**config.mk**
```make
export PLATFORM = sky130hd
export DESIGN_NAME = mem_port_arbiter
export DESIGN_NICKNAME = d
export VERILOG_FILES = /design/src/rtl/mem_arb_pkg.sv /design/src/rtl/mem_arb_prio.sv /design/src/rtl/mem_port_arbiter.sv
export SDC_FILE = /design/constraint.sdc
export NUM_CORES = 1
export LEC_CHECK = 0
export ABC_AREA = 1
export CORE_AREA = 3 3 104 106
export DETAILED_ROUTE_END_ITERATION = 10
export DIE_AREA = 0 0 107 109
export PLACE_DENSITY = 0.71
export SLEW_MARGIN = 20
export SYNTH_ARGS = -nofsm -noshare
export SYNTH_HDL_FRONTEND = slang
export SYNTH_SLANG_ARGS = --single-unit
```
**constraint.sdc**
```tcl
create_clock -name clk -period 5.3 [get_ports clk]
set_input_delay 0.795 -clock clk [delete_from_list [all_inputs] [get_ports clk]]
set_output_delay 0.795 -clock clk [all_outputs]
set_load 0.02 [all_outputs]
```
**src/rtl/mem_arb_pkg.sv**
```systemverilog
// Shared types and address-legality rule for the unified-RAM port arbiter.
package mem_arb_pkg;

   typedef enum logic {IDLE, RD_WAIT} arb_state_t;
   typedef enum logic {REQ_IF, REQ_D} req_sel_t;

   localparam logic [31:0] MEM_BYTES_DEF  = 32'd16384;
   localparam logic [31:0] PROT_LIMIT_DEF = 32'h0000_0400;

   // Word-aligned, inside the RAM, and writes stay clear of the instruction region.
   function automatic logic addr_legal(
      input logic [31:0] addr,
      input logic        we,
      input logic [31:0] mem_bytes  = MEM_BYTES_DEF,
      input logic [31:0] prot_limit = PROT_LIMIT_DEF
   );
      return (addr[1:0] == 2'b00) && (addr <= mem_bytes - 32'd4) &&
             (!we || (addr >= prot_limit));
   endfunction

endpackage

```
**src/rtl/mem_arb_prio.sv**
```systemverilog
// Requester pick for the arbiter: D first, IF forced after MAX_STALL back-to-back D grants.
module mem_arb_prio
   import mem_arb_pkg::*;
#(
   parameter int MAX_STALL = 4
) (
   input  logic     clk,
   input  logic     rst,
   input  logic     arb_en,
   input  logic     if_req,
   input  logic     d_req,
   output logic     gnt_any,
   output req_sel_t sel
);

   localparam int CW = $clog2(MAX_STALL + 1);

   logic [CW-1:0] stall_cnt;

   always_comb begin
      gnt_any = arb_en && (if_req || d_req);
      sel     = REQ_D;
      if (if_req && (!d_req || (stall_cnt == CW'(MAX_STALL))))
         sel = REQ_IF;
   end

   // Counts D grants that IF sat through; any cycle without if_req forgives the debt.
   always_ff @(posedge clk) begin
      if (rst)
         stall_cnt <= '0;
      else if (!if_req)
         stall_cnt <= '0;
      else if (gnt_any && (sel == REQ_IF))
         stall_cnt <= '0;
      else if (gnt_any && (stall_cnt != CW'(MAX_STALL)))
         stall_cnt <= stall_cnt + 1'b1;
   end

endmodule

```
**src/rtl/mem_port_arbiter.sv**
```systemverilog
// Two-requester (fetch / data) arbiter in front of the single-port unified RAM.
// Define MEM_ARB_PERF_CNT_EN to add the perf_if_wait / perf_d_wait stall counters.
module mem_port_arbiter
   import mem_arb_pkg::*;
#(
   parameter logic [31:0] MEM_BYTES  = MEM_BYTES_DEF,
   parameter logic [31:0] PROT_LIMIT = PROT_LIMIT_DEF,
   parameter int          RD_LAT     = 1,
   parameter int          MAX_STALL  = 4
) (
   input  logic        clk,
   input  logic        rst,
   input  logic        if_req,
   input  logic [31:0] if_addr,
   output logic        if_gnt,
   output logic        if_rvalid,
   output logic [31:0] if_rdata,
   output logic        if_fault,
   input  logic        d_req,
   input  logic        d_we,
   input  logic [31:0] d_addr,
   input  logic [31:0] d_wdata,
   output logic        d_gnt,
   output logic        d_rvalid,
   output logic [31:0] d_rdata,
   output logic        d_fault,
   output logic        mem_en,
   output logic        mem_we,
   output logic [31:0] mem_addr,
   output logic [31:0] mem_wdata,
`ifdef MEM_ARB_PERF_CNT_EN
   output logic [31:0] perf_if_wait,
   output logic [31:0] perf_d_wait,
`endif
   input  logic [31:0] mem_rdata
);

   arb_state_t  state;
   req_sel_t    owner;
   req_sel_t    sel;
   logic [2:0]  lat_cnt;
   logic        rd_ill;
   logic        gnt_any;
   logic        g_we;
   logic        g_legal;
   logic        rd_done;
   logic [31:0] g_addr;

   mem_arb_prio #(.MAX_STALL(MAX_STALL)) u_prio (
      .clk     (clk),
      .rst     (rst),
      .arb_en  (!rst && (state == IDLE)),
      .if_req  (if_req),
      .d_req   (d_req),
      .gnt_any (gnt_any),
      .sel     (sel)
   );

   assign g_we    = (sel == REQ_D) && d_we;
   assign g_addr  = (sel == REQ_D) ? d_addr : if_addr;
   assign g_legal = addr_legal(g_addr, g_we, MEM_BYTES, PROT_LIMIT);

   assign if_gnt    = gnt_any && (sel == REQ_IF);
   assign d_gnt     = gnt_any && (sel == REQ_D);
   assign mem_en    = gnt_any && g_legal;
   assign mem_we    = mem_en && g_we;
   assign mem_addr  = mem_en ? g_addr : '0;
   assign mem_wdata = mem_we ? d_wdata : '0;

   // Illegal reads still complete on schedule, just with zero data.
   assign rd_done   = !rst && (state == RD_WAIT) && (lat_cnt == 3'(RD_LAT));
   assign if_rvalid = rd_done && (owner == REQ_IF);
   assign d_rvalid  = rd_done && (owner == REQ_D);
   assign if_rdata  = (if_rvalid && !rd_ill) ? mem_rdata : '0;
   assign d_rdata   = (d_rvalid && !rd_ill) ? mem_rdata : '0;

   always_ff @(posedge clk) begin
      if (rst) begin
         state    <= IDLE;
         owner    <= REQ_IF;
         lat_cnt  <= '0;
         rd_ill   <= 1'b0;
         if_fault <= 1'b0;
         d_fault  <= 1'b0;
      end else begin
         if_fault <= if_gnt && !g_legal;
         d_fault  <= d_gnt && !g_legal;
         case (state)
            IDLE: begin
               if (gnt_any && !g_we) begin
                  state   <= RD_WAIT;
                  owner   <= sel;
                  rd_ill  <= !g_legal;
                  lat_cnt <= 3'd1;
               end
            end
            RD_WAIT: begin
               if (lat_cnt == 3'(RD_LAT)) begin
                  state   <= IDLE;
                  lat_cnt <= '0;
               end else begin
                  lat_cnt <= lat_cnt + 3'd1;
               end
            end
            default: state <= IDLE;
         endcase
      end
   end

`ifdef MEM_ARB_PERF_CNT_EN
   always_ff @(posedge clk) begin
      if (rst) begin
         perf_if_wait <= '0;
         perf_d_wait  <= '0;
      end else begin
         if (if_req && !if_gnt && (perf_if_wait != '1))
            perf_if_wait <= perf_if_wait + 32'd1;
         if (d_req && !d_gnt && (perf_d_wait != '1))
            perf_d_wait <= perf_d_wait + 32'd1;
      end
   end
`endif

endmodule

```
==> results.txt <==
* Run status: completed
- I/O pin cnt: 269
- The clock arrives with between 7 and 8 ps of skew.
- Critical setup path kind: in2out
- Critical Path Source Type: input pin
- The synthesized netlist occupies a cell area of approximately 2100 µm².
* Cell occurring most often along the worst timing path: sky130_fd_sc_hd__nand2_1
- Number of distinct library cells after synthesis: 32
- The number of hold violations in the final report came to 0.
- No sink is reached through more buffers than the 2 on the longest clock path.
* Root buffer selected by CTS: sky130_fd_sc_hd__clkbuf_8
* Time the final worst path needs with I/O delays and setup: approximately 5000 ps
- Across all layers, the routed design uses around 3100 vias.
* Sequential area share after synthesis: between 10% and 20%
* Wirelength per Cell: 13.6 µm
* Setup violations, final: 0
* CTS clock-pin slew for the worst setup and hold paths: 50 ps
- Once detailed placement completed, the half-perimeter wirelength came to between 9 and 10 mm.
- Once the clock tree was built, the resizer swapped 0 gates to a different size.
* Cell chain of the critical path: clkdlybuf4s50_1 > nand2_4 > nand2_4 > nand2_1 > o21ai_1 > nand2_1 > nor2_1 > nand2_1 > nor2_4 > nand4_4 > nor2_2 > clkdlybuf4s50_1
- A synthesized cell averages between 5 and 6 µm².
- The first global-routing pass estimated ~15 mm of wire.
- Data required time at the worst endpoint: roughly 4500 ps
- The number of pins exceeding their max-slew limit in the final report came to 0.
* Num CTS Buffers: 3
- TritonCTS built the clock tree.
- Derived from the worst setup path, the maximum achievable clock frequency is between 200 and 250 MHz.
* Final period util: a little over nine tenths
- Number of global-route vias before repair: between 2000 and 3000
* Largest net degree at the start of global routing: 44
- CTS sink cnt: 11
- Before CTS, the worst setup slack after placement is about 260 ps.
- # Max-Cap Violations: 0
* Hold/Removal Path Class: reg2reg
* Number of remaining DRC errors: 0
- Number of input and output port buffers inserted: between 200 and 250
- Arrival time reported for the critical path endpoint: 4180 ps
- Smallest setup slack after layout: 320 ps
- Of the cells placed in the final design, the portion with a size suffix greater than 1 is 7.24%.
- Top area cells in the synthesized netlist: sky130_fd_sc_hd__inv_1 (18%), sky130_fd_sc_hd__nor2_1 (15%), sky130_fd_sc_hd__nand2_1 (11%), sky130_fd_sc_hd__dfxtp_1 (10%), sky130_fd_sc_hd__nor2_2 (7.6%)
- Wire segments on met2 add up to 5.96 mm in the final route.
- Routed length on met3: between 700 and 800 µm
- Wires add up to 10.5 mm.
- After clock tree synthesis, the setup repair step added 0 buffers.
* Post-detailed-route count of antenna-violating nets: 0
- Once placement completed, the tool counted placed cells totaling 764.
- The die covers ~12000 µm².
- At the pin with the least slew margin, the transition time is 720 ps.
- Clock latency reported for the late side of the worst-skew pair: 240 ps
* Filler Cell Count: slightly below 1000
- For this design the static power due to leakage is between 2 and 2.5 nW.
- Minimum setup slack among reg-to-reg paths: ~3000 ps
* Layout overhead on the synthesized area: 117%
- Global routing consumed, over all layers together, 16.2% of the routing resources.
* Number of buffers inserted for hold repair after clock tree synthesis: 0
* Stage delay of the slowest cell on the critical path: approximately 650 ps
- sky130_fd_sc_hd__inv_1 takes more of the synthesized area than any other cell.
- Before antenna repair, the detailed router went through 4 iterations.
- Row count: 36
* Highest metal layer with signal wires: met4
- After routing the design area is between 4000 and 5000 µm².
- IR analysis of the VDD net gives a maximum drop of approximately 0.078 mV.
* Fin cells: 768
* Fraction of post-synthesis cell area in the top cell type by area: between 10% and 20%
* Routed metal-1 wire length: 3.56 mm
- STA classifies the critical path endpoint as a primary output.
- Warnings, synthesis: 0
- The repair_antennas step left the layout with diodes totalling 0.
* Placeable Area: slightly below 10000 µm²
- The die is 107 µm wide.
- The net count of the finished layout is 771.
- Die Y-Extent: 109 µm
- Max transition margin: roughly 52%
- CTS H-tree lvls: 1
- Post-DP Area: 4620 µm²
- Synthesis inferred 11 register bits.
- Instance count of the mapped netlist: 399
- DRC violation total after the first TritonRoute iteration: 177
- Antenna violations before repair: 0
- Summed over all failing endpoints, the final setup total negative slack is 0 ps.
- Summed over all layers, the global routing overflow is 0.
- Setup repair after global routing left no endpoint under its margin.
* Maximum fanout encountered on the critical timing path: 43
* Power density of the placed cells: around 85 nW/µm²
- The congestion estimate from routability-driven global placement came to 0.801.
- Initial core utilization: 21.8%
- Slowest stage cell, crit path: sky130_fd_sc_hd__clkdlybuf4s50_1
- After detailed routing, the number of vias per cell comes to about 4.0.
layer usage:
| layer | up-vias | global-route usage, % |
|---|---|---|
| li1 | 1577 | - |
| met2 | 118 | 32.6 |
| met1 | 1374 | 16.6 |
| met4 | 0 | 4.84 |
| met5 | - | 0 |
| met3 | 14 | 3.26 |
per-stage QoR:
stage / utilization [%] / power, mW / hold slack [ps]
6_report: 47.3 / 0.399 / 495
5_1_grt: 47.3 / 0.429 / 528
4_1_cts: 47.3 / 0.403 / 499
3_5_place_dp: 46.9 / 0.314 / 492
3_3_place_gp: 46.9 / 0.310 / 475
2_1_floorplan: - / 0.200 / 454
placed cells by master, fill, tap and decap left out, drive strengths merged:
master / instances
dfxtp: 11
inv: 103
o21ai: 9
xnor2: 1
clkdlybuf4s50: 248
xor2: 1
nand3: 12
nand4: 4
clkbuf: 4
mux2i: 10
nor3: 4
nand3b: 9
nor4b: 1
buf: 3
nor2: 117
mux2: 1
conb: 20
ha: 2
nand2: 68
a21oi: 4
a31oi: 1
nor4: 2
cells by family (layout without fill, tap and decap cells):
family / after synthesis / in the layout / synth area share (%)
adders and majority gates: 2 / 2 / 1.16
other: 1 / 20 / 0.174
DFF: 11 / 11 / 10.2
xor gates and xnor gates: 2 / 2 / 0.815
AOI/OAI and AO/OA: 14 / 14 / 3.84
muxes: 11 / 11 / 5.18
and+or+nand+nor: 217 / 217 / 48.0
buffers and inverters: 141 / 358 / 30.6
path summary, 6_finish.rpt:
check,from,cells after the start,endpoint
max,d_req,12,mem_wdata[28]
min,owner$_SDFFE_PP0P_,2,owner$_SDFFE_PP0P_
max reg2reg,u_prio.stall_cnt[0]$_SDFFE_PP0P_,14,rd_ill$_SDFFE_PP0P_
min reg2reg,owner$_SDFFE_PP0P_,2,owner$_SDFFE_PP0P_
worst max-delay path: cells and delay by family:
kind,cells,cell delay (ps)
simple gates,9,2050
buf+inv,2,1200
compound gates,1,120
cell type report:
type | count | area (µm²) | share of cell area [%]
timing repair buffer | 251 | 2500 | 53.7
multi-input combinational | 266 | 1340 | 28.8
clock buffer | 4 | 45.0 | 0.965
tap | 133 | 166 | 3.57
inverter | 103 | 387 | 8.28
sequential | 11 | 220 | 4.72
report_power, final:
part / internal [mW] / leakage [nW] / switching (mW) / total [mW]
clock: 0.0529 / 0.0228 / 0.0325 / 0.0854
combinational: 0.123 / 2.15 / 0.0973 / 0.221
sequential: 0.0878 / 0.0899 / 0.00485 / 0.0926
registers in the layout, indices dropped and copies added, names as in the netlist:
signal and cells:
owner 1, if_fault 1, rd_ill 1, u_prio.stall_cnt 3
lat_cnt 3, state 1, d_fault 1
Yosys cell counts:
| master | n |
|---|---|
| sky130_fd_sc_hd__inv_1 | 103 |
| sky130_fd_sc_hd__nor2_1 | 87 |
| sky130_fd_sc_hd__nand2_1 | 65 |
| sky130_fd_sc_hd__nor2_2 | 26 |
| sky130_fd_sc_hd__buf_4 | 21 |
| sky130_fd_sc_hd__dfxtp_1 | 11 |
| sky130_fd_sc_hd__nand3_1 | 11 |
| sky130_fd_sc_hd__mux2i_1 | 10 |
| sky130_fd_sc_hd__nand3b_1 | 9 |
| sky130_fd_sc_hd__clkbuf_1 | 8 |
| sky130_fd_sc_hd__buf_6 | 6 |
| sky130_fd_sc_hd__a21oi_1 | 4 |
| sky130_fd_sc_hd__nor2_4 | 4 |
| sky130_fd_sc_hd__buf_2 | 3 |
| sky130_fd_sc_hd__nand4_1 | 3 |
| sky130_fd_sc_hd__nor3_1 | 3 |
| sky130_fd_sc_hd__o21ai_0 | 3 |
| sky130_fd_sc_hd__o21ai_1 | 3 |
| sky130_fd_sc_hd__o21ai_2 | 3 |
| sky130_fd_sc_hd__ha_1 | 2 |
| sky130_fd_sc_hd__nand2_4 | 2 |
| sky130_fd_sc_hd__nor4_1 | 2 |
| sky130_fd_sc_hd__a31oi_1 | 1 |
| sky130_fd_sc_hd__conb_1 | 1 |
| sky130_fd_sc_hd__mux2_2 | 1 |
| sky130_fd_sc_hd__nand2_2 | 1 |
| sky130_fd_sc_hd__nand3_2 | 1 |
| sky130_fd_sc_hd__nand4_4 | 1 |
| sky130_fd_sc_hd__nor3_4 | 1 |
| sky130_fd_sc_hd__nor4b_1 | 1 |
| sky130_fd_sc_hd__xnor2_1 | 1 |
| sky130_fd_sc_hd__xor2_1 | 1 |
(Power assumes the default switching activity.)
